--- src/rtl/vc_output_allocator.sv ---
// Wormhole output-channel allocator: one round-robin arbiter per output channel.
// Each output holds its grant for a whole packet and releases it after the owner's tail flit transfers.
module vc_output_allocator #(
  parameter int IN_N     = 5,
  parameter int OUT_M    = 5,
  parameter int IN_IDX_W = $clog2(IN_N)
) (
  input  logic                        clk_i,
  input  logic                        rst_i,
  input  logic [IN_N*OUT_M-1:0]       req_i,
  input  logic [IN_N-1:0]             tail_i,
  input  logic [IN_N-1:0]             vld_i,
  input  logic [OUT_M-1:0]            oc_rdy_i,
  output logic [IN_N-1:0]             grant_o,
  output logic [OUT_M*IN_IDX_W-1:0]   sel_o,
  output logic [OUT_M-1:0]            sel_vld_o
);

  typedef enum logic {IDLE = 1'b0, BUSY = 1'b1} state_t;

  localparam logic [OUT_M-1:0] ONE_M = {{(OUT_M-1){1'b0}}, 1'b1};

  state_t              state_q [OUT_M];
  state_t              state_d [OUT_M];
  logic [IN_IDX_W-1:0] owner_q [OUT_M];
  logic [IN_IDX_W-1:0] owner_d [OUT_M];
  logic [IN_IDX_W-1:0] ptr_q   [OUT_M];
  logic [IN_IDX_W-1:0] ptr_d   [OUT_M];

  logic [OUT_M-1:0]    req_low [IN_N];
  logic [IN_N-1:0]     owns;
  logic [IN_N-1:0]     taken;
  logic                found;
  logic [IN_IDX_W-1:0] win;

  function automatic int wrap_idx(input int p, input int k);
    int s;
    s = p + k;
    if (s >= IN_N) s = s - IN_N;
    return s;
  endfunction

  // Only the lowest set output bit of each VC's request vector counts.
  always_comb begin
    for (int i = 0; i < IN_N; i++) begin
      req_low[i] = req_i[i*OUT_M +: OUT_M] & (~req_i[i*OUT_M +: OUT_M] + ONE_M);
    end
  end

  always_comb begin
    owns = '0;
    for (int o = 0; o < OUT_M; o++) begin
      if (state_q[o] == BUSY) owns[owner_q[o]] = 1'b1;
    end
  end

  // Outputs decide in index order; a VC won by a lower output is masked for the higher ones.
  always_comb begin
    taken = '0;
    found = 1'b0;
    win   = '0;
    for (int o = 0; o < OUT_M; o++) begin
      state_d[o] = state_q[o];
      owner_d[o] = owner_q[o];
      ptr_d[o]   = ptr_q[o];
      found      = 1'b0;
      win        = '0;
      case (state_q[o])
        IDLE: begin
          for (int k = 0; k < IN_N; k++) begin
            if (!found && req_low[wrap_idx(int'(ptr_q[o]), k)][o]
                && !owns[wrap_idx(int'(ptr_q[o]), k)]
                && !taken[wrap_idx(int'(ptr_q[o]), k)]) begin
              found = 1'b1;
              win   = IN_IDX_W'(wrap_idx(int'(ptr_q[o]), k));
            end
          end
          if (found) begin
            state_d[o] = BUSY;
            owner_d[o] = win;
            ptr_d[o]   = (win == IN_IDX_W'(IN_N-1)) ? '0 : win + IN_IDX_W'(1);
            taken[win] = 1'b1;
          end
        end
        BUSY: begin
          if (vld_i[owner_q[o]] && tail_i[owner_q[o]] && oc_rdy_i[o]) state_d[o] = IDLE;
        end
        default: state_d[o] = IDLE;
      endcase
    end
  end

  always_ff @(posedge clk_i or posedge rst_i) begin
    if (rst_i) begin
      for (int o = 0; o < OUT_M; o++) begin
        state_q[o] <= IDLE;
        owner_q[o] <= '0;
        ptr_q[o]   <= '0;
      end
    end else begin
      for (int o = 0; o < OUT_M; o++) begin
        state_q[o] <= state_d[o];
        owner_q[o] <= owner_d[o];
        ptr_q[o]   <= ptr_d[o];
      end
    end
  end

  always_comb begin
    sel_o     = '0;
    sel_vld_o = '0;
    for (int o = 0; o < OUT_M; o++) begin
      if (state_q[o] == BUSY) begin
        sel_o[o*IN_IDX_W +: IN_IDX_W] = owner_q[o];
        sel_vld_o[o]                  = 1'b1;
      end
    end
  end

  assign grant_o = owns;

endmodule

--- config.mk ---
export PLATFORM = sky130hd
export DESIGN_NAME = vc_output_allocator
export DESIGN_NICKNAME = d
export VERILOG_FILES = /design/src/rtl/vc_output_allocator.sv
export SDC_FILE = /design/constraint.sdc
export NUM_CORES = 1
export LEC_CHECK = 0
export BUFFER_PORTS_ARGS = -buffer_cell sky130_fd_sc_hd__clkbuf_2
export CAP_MARGIN = 20
export CORE_UTILIZATION = 33
export CTS_BUF_LIST = sky130_fd_sc_hd__clkbuf_4
export CTS_CLUSTER_DIAMETER = 150
export DETAILED_ROUTE_END_ITERATION = 6
export SLEW_MARGIN = 10
export SYNTH_ARGS = -nofsm -noshare
export SYNTH_HDL_FRONTEND = slang
export SYNTH_SLANG_ARGS = --single-unit
--- constraint.sdc ---
create_clock -name clk_i -period 21.8 [get_ports clk_i]
set_clock_uncertainty 0.05 [all_clocks]
set_input_delay 2.18 -clock clk_i [delete_from_list [all_inputs] [get_ports clk_i]]
set_output_delay 2.18 -clock clk_i [all_outputs]
set_load 0.01 [all_outputs]
==> After elaboration in Yosys (flattened, before gate mapping) <==
Memory sizes are Yosys's and may differ from the RTL's.
Index checks and enable logic that the tools add are counted.
W data, S select, Z words.
{ "totals": {"latchBits": 0, "mem_bits_ro": 40, "elab_cells": 815, "output_inout_bits": 25, "mem_count": 5, "mem_bits_rw": 0, "in_bits": 42, "ff_bits": 35} }
{ "mem_list": {"columns": ["memory", "words", "width", "rd", "rd_ports_with_merged_regs", "write_ports", "line", "source"], "rows": [
  ["(name not given)", 8, 1, 1, 0, 0, "73", "&& !taken[wrap_idx(int'(ptr_q[o]), k)]) begin"],
  ["(name not given)", 8, 1, 1, 0, 0, "73", null],
  ["(name not given)", 8, 1, 1, 0, 0, "73", null],
  ["(name not given)", 8, 1, 1, 0, 0, "73", null],
  ["(name not given)", 8, 1, 1, 0, 0, "73", null]
]} }
{ "op_classes": {"magnitude_cmp": 93, "reduce_logical": 164, "bitwise": 47, "multipliers": 0, "n_addsub": 55, "eq_ne": 5, "n_shift": 0, "n_mux": 431, "div": 0} }
{ "op_table": {"columns": ["op", "count"], "rows": [
  ["$mux W32", 50],
  ["$ge A32 B4 Y1 const B", 25],
  ["$lt A32 B5 Y1 const B", 25],
  ["$not A32 Y32", 25],
  ["$bmux W5 S3", 25],
  ["$mux W1", 194],
  ["$bmux W1 S3", 55],
  ["$mux W3", 50],
  ["$mux W5", 23],
  ["$sub A4 B3 Y5 const B", 20],
  ["$logic_and A1 B1 Y1", 89],
  ["$ge A4 B3 Y1 const B", 20],
  ["$logic_not A1 Y1", 70],
  ["$add A3 B2 Y4 const B", 10],
  ["$mux W4", 10],
  ["$lt A3 B4 Y1 const B", 9],
  ["$or A5 B5 Y5", 7],
  ["$demux W1 S3", 9],
  ["$ge A3 B1 Y1 const B", 9],
  ["$add A5 B1 Y5 const B", 5],
  ["$and A5 B5 Y5", 5],
  ["$not A5 Y5", 5],
  ["$add A3 B1 Y4 const B", 5],
  ["$add A3 B3 Y4 const B", 5],
  ["other kinds (8)", 45]
]} }

==> Longest topological paths before layout <==
{ "depth": {"depth_word": 198, "mapped_depth": 39, "ltp_nobuf": 37} }

==> Worst setup path after synthesis <==
Ideal clock, no wire load.
{ "synth_timing": {"path_kind": "input-to-reg", "from": "input req_i[15]", "to": "register ptr_q[2] in the netlist's numbering", "slack_ns": 12.765, "path_buffers": 2, "setup_ns": 0.082, "arrival_ns": 8.903, "cell_stages": 31, "required_time_ns": 21.668, "cell_sequence": "and3_1 -> and4_1 -> a211oi_1 -> o22ai_2 -> o32ai_1 -> a22oi_1 -> a21oi_1 -> o21ai_1 -> a2111o_1 -> o311a_1 -> o21a_1 -> a311o_1 -> mux2_4 -> buf_6 -> and3_4 -> o31ai_4 -> nand4_4 -> and2_4 -> or3_1 -> buf_6 -> o2111ai_2 -> a41o_1 -> o311ai_2 -> o21ai_1 -> a211oi_1 -> nor4b_2 -> inv_1 -> ha_1 -> nor2_1 -> or4b_1 -> a31oi_1"} }
{ "synth_between": {"elab_chain_cells": 187, "elab_cells_between_ends": 363, "classes_between": "add/sub: 2; order compare: 8; eq/ne: 1; mux: 232; bitwise: 5; reduce/logical: 115"} }
{ "synth_lines": {"columns": ["item", "line", "source"], "rows": [
  ["start: declaration", "10", "input logic [IN_N*OUT_M-1:0] req_i,"],
  ["$not A5 Y5", "46", "req_low[i] = req_i[i*OUT_M +: OUT_M] & (~req_i[i*OUT_M +: OUT_M] + ONE_M);"],
  ["$add A5 B1 Y5", "46", null],
  ["$and A5 B5 Y5 *", "46", null],
  ["$bmux W5 S3", "71", "if (!found && req_low[wrap_idx(int'(ptr_q[o]), k)][o]"],
  ["$mux W1 (implied by the code) (2 in a row)", "71", null],
  ["$logic_and A1 B1 Y1", "72", "&& !owns[wrap_idx(int'(ptr_q[o]), k)]"],
  ["$logic_and A1 B1 Y1", "73", null],
  ["$mux W1", "71", null],
  ["(+170 left out)", null, null],
  ["$logic_not A1 Y1", "71", null],
  ["$logic_and A1 B1 Y1", "71", null],
  ["$logic_and A1 B1 Y1", "72", null],
  ["$logic_and A1 B1 Y1", "73", null],
  ["$mux W3", "71", null],
  ["$mux W3", "68", "case (state_q[o])"],
  ["$add A3 B1 Y3 or $eq A3 B3 Y1 (tied branches)", "81", "ptr_d[o] = (win == IN_IDX_W'(IN_N-1)) ? '0 : win + IN_IDX_W'(1);"],
  ["$mux W3", "81", null],
  ["end signal: indexed assignment", "104", "ptr_q[o] <= ptr_d[o];"],
  ["end: declaration", "27", "logic [IN_IDX_W-1:0] ptr_q [OUT_M];"]
]} }
Mark *: on every way between the ends. The rest lies on a longest branch, timed or not. The select of a mux whose other input is x is not followed.
A chain may end at the register's enable or synchronous reset.

==> Worst setup path after layout <==
{ "layout_timing": {"from": "register ptr_q[12] in the netlist's numbering", "to": "register ptr_q[2] in the netlist's numbering"} }
{ "layout_between": {"elab_chain_cells": 188, "elab_cells_between_ends": 365, "classes_between": "add/sub: 10; order compare: 13; eq/ne: 1; mux: 207; bitwise: 8; reduce/logical: 121; memory: 5"} }
{ "layout_lines": {"columns": ["item", "line", "source"], "rows": [
  ["parallel branches: the longest is 39 deep, another holds $sub A4 B3 Y5", null, null],
  ["$mux W5 *", "78", "if (found) begin"],
  ["$mux W5 *", "68", null],
  ["$bmux W1 S3", "73", null],
  ["$mux W1 (implied by the code) (2 in a row)", "73", null],
  ["$logic_not A1 Y1", "73", null],
  ["$logic_and A1 B1 Y1", "73", null],
  ["$mux W1", "71", null],
  ["(+133 left out)", null, null],
  ["$logic_not A1 Y1", "71", null],
  ["$logic_and A1 B1 Y1", "71", null],
  ["$logic_and A1 B1 Y1", "72", null],
  ["$logic_and A1 B1 Y1", "73", null],
  ["$mux W3", "71", null],
  ["$mux W3", "68", null],
  ["$add A3 B1 Y3 or $eq A3 B3 Y1 (tied branches)", "81", null],
  ["$mux W3", "81", null]
]} }
Every way passes the cells marked *. The select of a mux whose other input is x is not followed.

==> flow_results.xml <==
<?xml version="1.0" encoding="UTF-8"?>
<metrics>
  <group name="timing">
    <metric name="setup-violations-final" unit="">0</metric>
    <metric name="rsz_0062_raised_after_global_routing" unit="">false</metric>
    <metric name="worst_slew_pin_slew" unit="ps">994</metric>
    <metric name="fin_crit_sh" unit="">0.473</metric>
    <metric name="setup_ws" unit="ps">11480</metric>
    <metric name="tmin_final" unit="ps">10320</metric>
    <metric name="finalHoldViolCount" unit="">0</metric>
    <metric name="timing.fmax" unit="MHz">96.9</metric>
    <metric name="total_negative_setup_slack" unit="ps">0</metric>
    <metric name="maxSlewViolCount" unit="">0</metric>
    <metric name="worst_slack_on_hold_paths" unit="ps">607</metric>
    <metric name="relSlewSlack" unit="">0.328</metric>
  </group>
  <group name="global_route">
    <metric name="overflow" unit="">0</metric>
    <metric name="global_route_wire_length_before_repair" unit="um">47100</metric>
    <metric name="grt_start_max_net_pins" unit="">36</metric>
    <metric name="antenna_found_initial" unit="">0</metric>
    <metric name="first_global_vias" unit="">8671</metric>
    <metric name="grtUsageTotal" unit="">0.220</metric>
  </group>
  <group name="clock_tree">
    <metric name="clk_root_buffer_cell" unit="">clkbuf_4</metric>
    <metric name="clock_sink_count" unit="">35</metric>
    <metric name="cts-resized-gates" unit="">0</metric>
    <metric name="cts_tree" unit="">yes</metric>
    <metric name="worst_skew_pair.late_latency" unit="ps">370</metric>
    <metric name="cts_hold_buffers" unit="">0</metric>
    <metric name="cts.reportedPaths.clkPinSlew" unit="ps">130</metric>
    <metric name="post-cts-setup-buffer-count" unit="">0</metric>
    <metric name="cts_made_buffers" unit="">5</metric>
    <metric name="cts_htree_levels" unit="">2</metric>
    <metric name="cts_buffer_depth" unit="">2</metric>
  </group>
  <group name="min_path">
    <metric name="min-delay-path-class" unit="">reg2reg</metric>
  </group>
  <group name="worst_setup_path">
    <metric name="worst_path_largest_cell_delay" unit="ps">920</metric>
    <metric name="worstPathArrival" unit="ps">10560</metric>
    <metric name="timing.critical_path.to_type" unit="">register</metric>
    <metric name="setup.worst_path.class" unit="">reg2reg</metric>
    <metric name="path_max_fanout" unit="">27</metric>
    <metric name="cp_data_required_time" unit="ps">22050</metric>
    <metric name="worst_setup_path_start_kind" unit="">register</metric>
    <metric name="critical-path-slowest-cell" unit="">dfrtp_1</metric>
  </group>
  <group name="placement">
    <metric name="gp_congestion" unit="">0.980</metric>
    <metric name="place.detailed.hpwl" unit="um">24000</metric>
    <metric name="numPlacedInstances" unit="">1552</metric>
    <metric name="portBuffers" unit="">66</metric>
    <metric name="post-place-ws" unit="ps">11480</metric>
  </group>
  <group name="synthesis">
    <metric name="ys_async_sr_fraction" unit="">1.00</metric>
    <metric name="post_synth_num_cell_types" unit="">101</metric>
    <metric name="postSynthRegisterBits" unit="">35</metric>
    <metric name="synth_flop_cell" unit="">dfrtp_1</metric>
    <metric name="syn-instance-count" unit="">1199</metric>
    <metric name="post_synth_instance_area" unit="um^2">8660</metric>
    <metric name="synthesis.area_per_instance" unit="um^2">7.22</metric>
    <metric name="synth.yosys.seq_area_share" unit="">0.101</metric>
    <metric name="syn_nets" unit="">1315</metric>
    <metric name="synth-edff-count" unit="">0</metric>
    <metric name="synthesis.yosys.warnings" unit="">0</metric>
  </group>
  <group name="floorplan">
    <metric name="pin_count" unit="">67</metric>
    <metric name="core_area" unit="um^2">25500</metric>
    <metric name="floorplan.initialDensity" unit="">0.340</metric>
    <metric name="die_area" unit="um^2">26900</metric>
    <metric name="die_w" unit="um">164</metric>
    <metric name="chipHeight" unit="um">164</metric>
    <metric name="row_count" unit="">58</metric>
  </group>
  <group name="run">
    <metric name="max_cap_violations" unit="">0</metric>
  </group>
  <group name="drt">
    <metric name="antenna_left" unit="">0</metric>
    <metric name="first_pass_iters" unit="">5</metric>
    <metric name="dr_total_vias" unit="">9568</metric>
    <metric name="avgViaCountPerCell" unit="">6.13</metric>
    <metric name="routed_wl" unit="um">29800</metric>
    <metric name="wl_per_cell" unit="um">19.1</metric>
    <metric name="drtIter0Drc" unit="">1002</metric>
    <metric name="drt_drc_violations_left" unit="">0</metric>
  </group>
  <group name="finish">
    <metric name="post_route_cells_drive_above_1_share" unit="">0.120</metric>
    <metric name="nNetsFinal" unit="">1345</metric>
    <metric name="number_of_cells_in_the_finished_layout_apart_from_fillers" unit="">1560</metric>
    <metric name="final_common_cell" unit="">nor2_1</metric>
    <metric name="synth_to_final_area_change" unit="%">7.30</metric>
    <metric name="layout.cells.most_common_list" unit="">nor2_1 (114), nand2_1 (103), a21oi_1 (94)</metric>
    <metric name="diodes" unit="">0</metric>
  </group>
  <group name="status">
    <metric name="outcome" unit="">finished, final reports clean</metric>
  </group>
</metrics>
## worst max-delay path, delay by kind of cell (launching register included)
kind                     cells  cell delay [ps]
buffers and inverters        4              640
AO/OA/AOI/OAI               21             6000
AND/OR/NAND/NOR              6             1380
multiplexers                 1              380
flip-flops                   1              920
adder cells (fa/ha/maj)      3              850
## routing by layer
metal	share of wire	vias up	GRT usage	wire, um
met5	0	-	0	0
met4	0.036	0	0.0859	1080
met3	0.055	48	0.0217	1650
met2	0.44	366	0.348	13200
met1	0.47	4544	0.306	13900
li1	-	4610	-	-
## through the flow
| stage | utilization | area [um^2] |
|---|---|---|
| 3_3_place_gp | 0.362 | 9230 |
| 6_report | 0.365 | 9290 |
| 3_5_place_dp | 0.362 | 9230 |
| 2_1_floorplan | - | 8660 |
| 5_1_grt | 0.365 | 9290 |
| 4_1_cts | 0.365 | 9290 |
## cell families after synthesis
| logic type | Yosys count | synth area share |
|---|---|---|
| buffers and inverters | 124 | 0.0572 |
| AOI/OAI and AO/OA | 398 | 0.324 |
| muxes | 45 | 0.0714 |
| adders and majority gates | 74 | 0.107 |
| and+or+nand+nor | 492 | 0.308 |
| xor gates and xnor gates | 31 | 0.0314 |
| DFF | 35 | 0.101 |
## final timing paths
path,from,endpoint,slack [ps],cells past startpoint
worst max-delay path,ptr_q[12]$_DFFE_PP0P_,ptr_q[2]$_DFFE_PP0P_,11480,35
worst min-delay path,state_q[0]$_DFF_PP0_,state_q[0]$_DFF_PP0_,610,2
worst max register to register,ptr_q[12]$_DFFE_PP0P_,ptr_q[2]$_DFFE_PP0P_,11480,35
worst min register to register,state_q[0]$_DFF_PP0_,state_q[0]$_DFF_PP0_,610,2
max in group asynchronous,rst_i,ptr_q[6]$_DFFE_PP0P_,19480,3
min in group asynchronous,rst_i,state_q[4]$_DFF_PP0_,1860,3
## cells in the mapped netlist, types with 22 or more instances
master	number	share of area
inv_1	68	0.029
and2_1	23	0.017
clkbuf_1	32	0.014
a211oi_1	28	0.024
nand3_1	41	0.024
a21oi_1	94	0.054
mux2i_1	22	0.025
a31oi_1	22	0.016
dfrtp_1	35	0.10
nor2_1	114	0.049
nand2_1	103	0.045
o21ai_0	72	0.042
ha_1	74	0.11
nor3_1	41	0.024
## area by class of cell
| class | instances | area [um^2] |
|---|---|---|
| clock buffers | 6 | 45.0 |
| fillers | 2716 | 16200 |
| clock inverters | 2 | 12.5 |
| well taps | 330 | 413 |
| flip-flops and latches | 35 | 876 |
| inverters | 75 | 282 |
| multi-input cells | 1040 | 7290 |
| repair buffers | 72 | 375 |
## registers in the layout, summed over array words and instances (netlist names)
name / flops
owner_q: 15
ptr_q: 15
state_q: 5
Power is left out: the tool's default activity adds up to more than one toggle a clock period on the data nets, which glitch-free logic cannot reach.
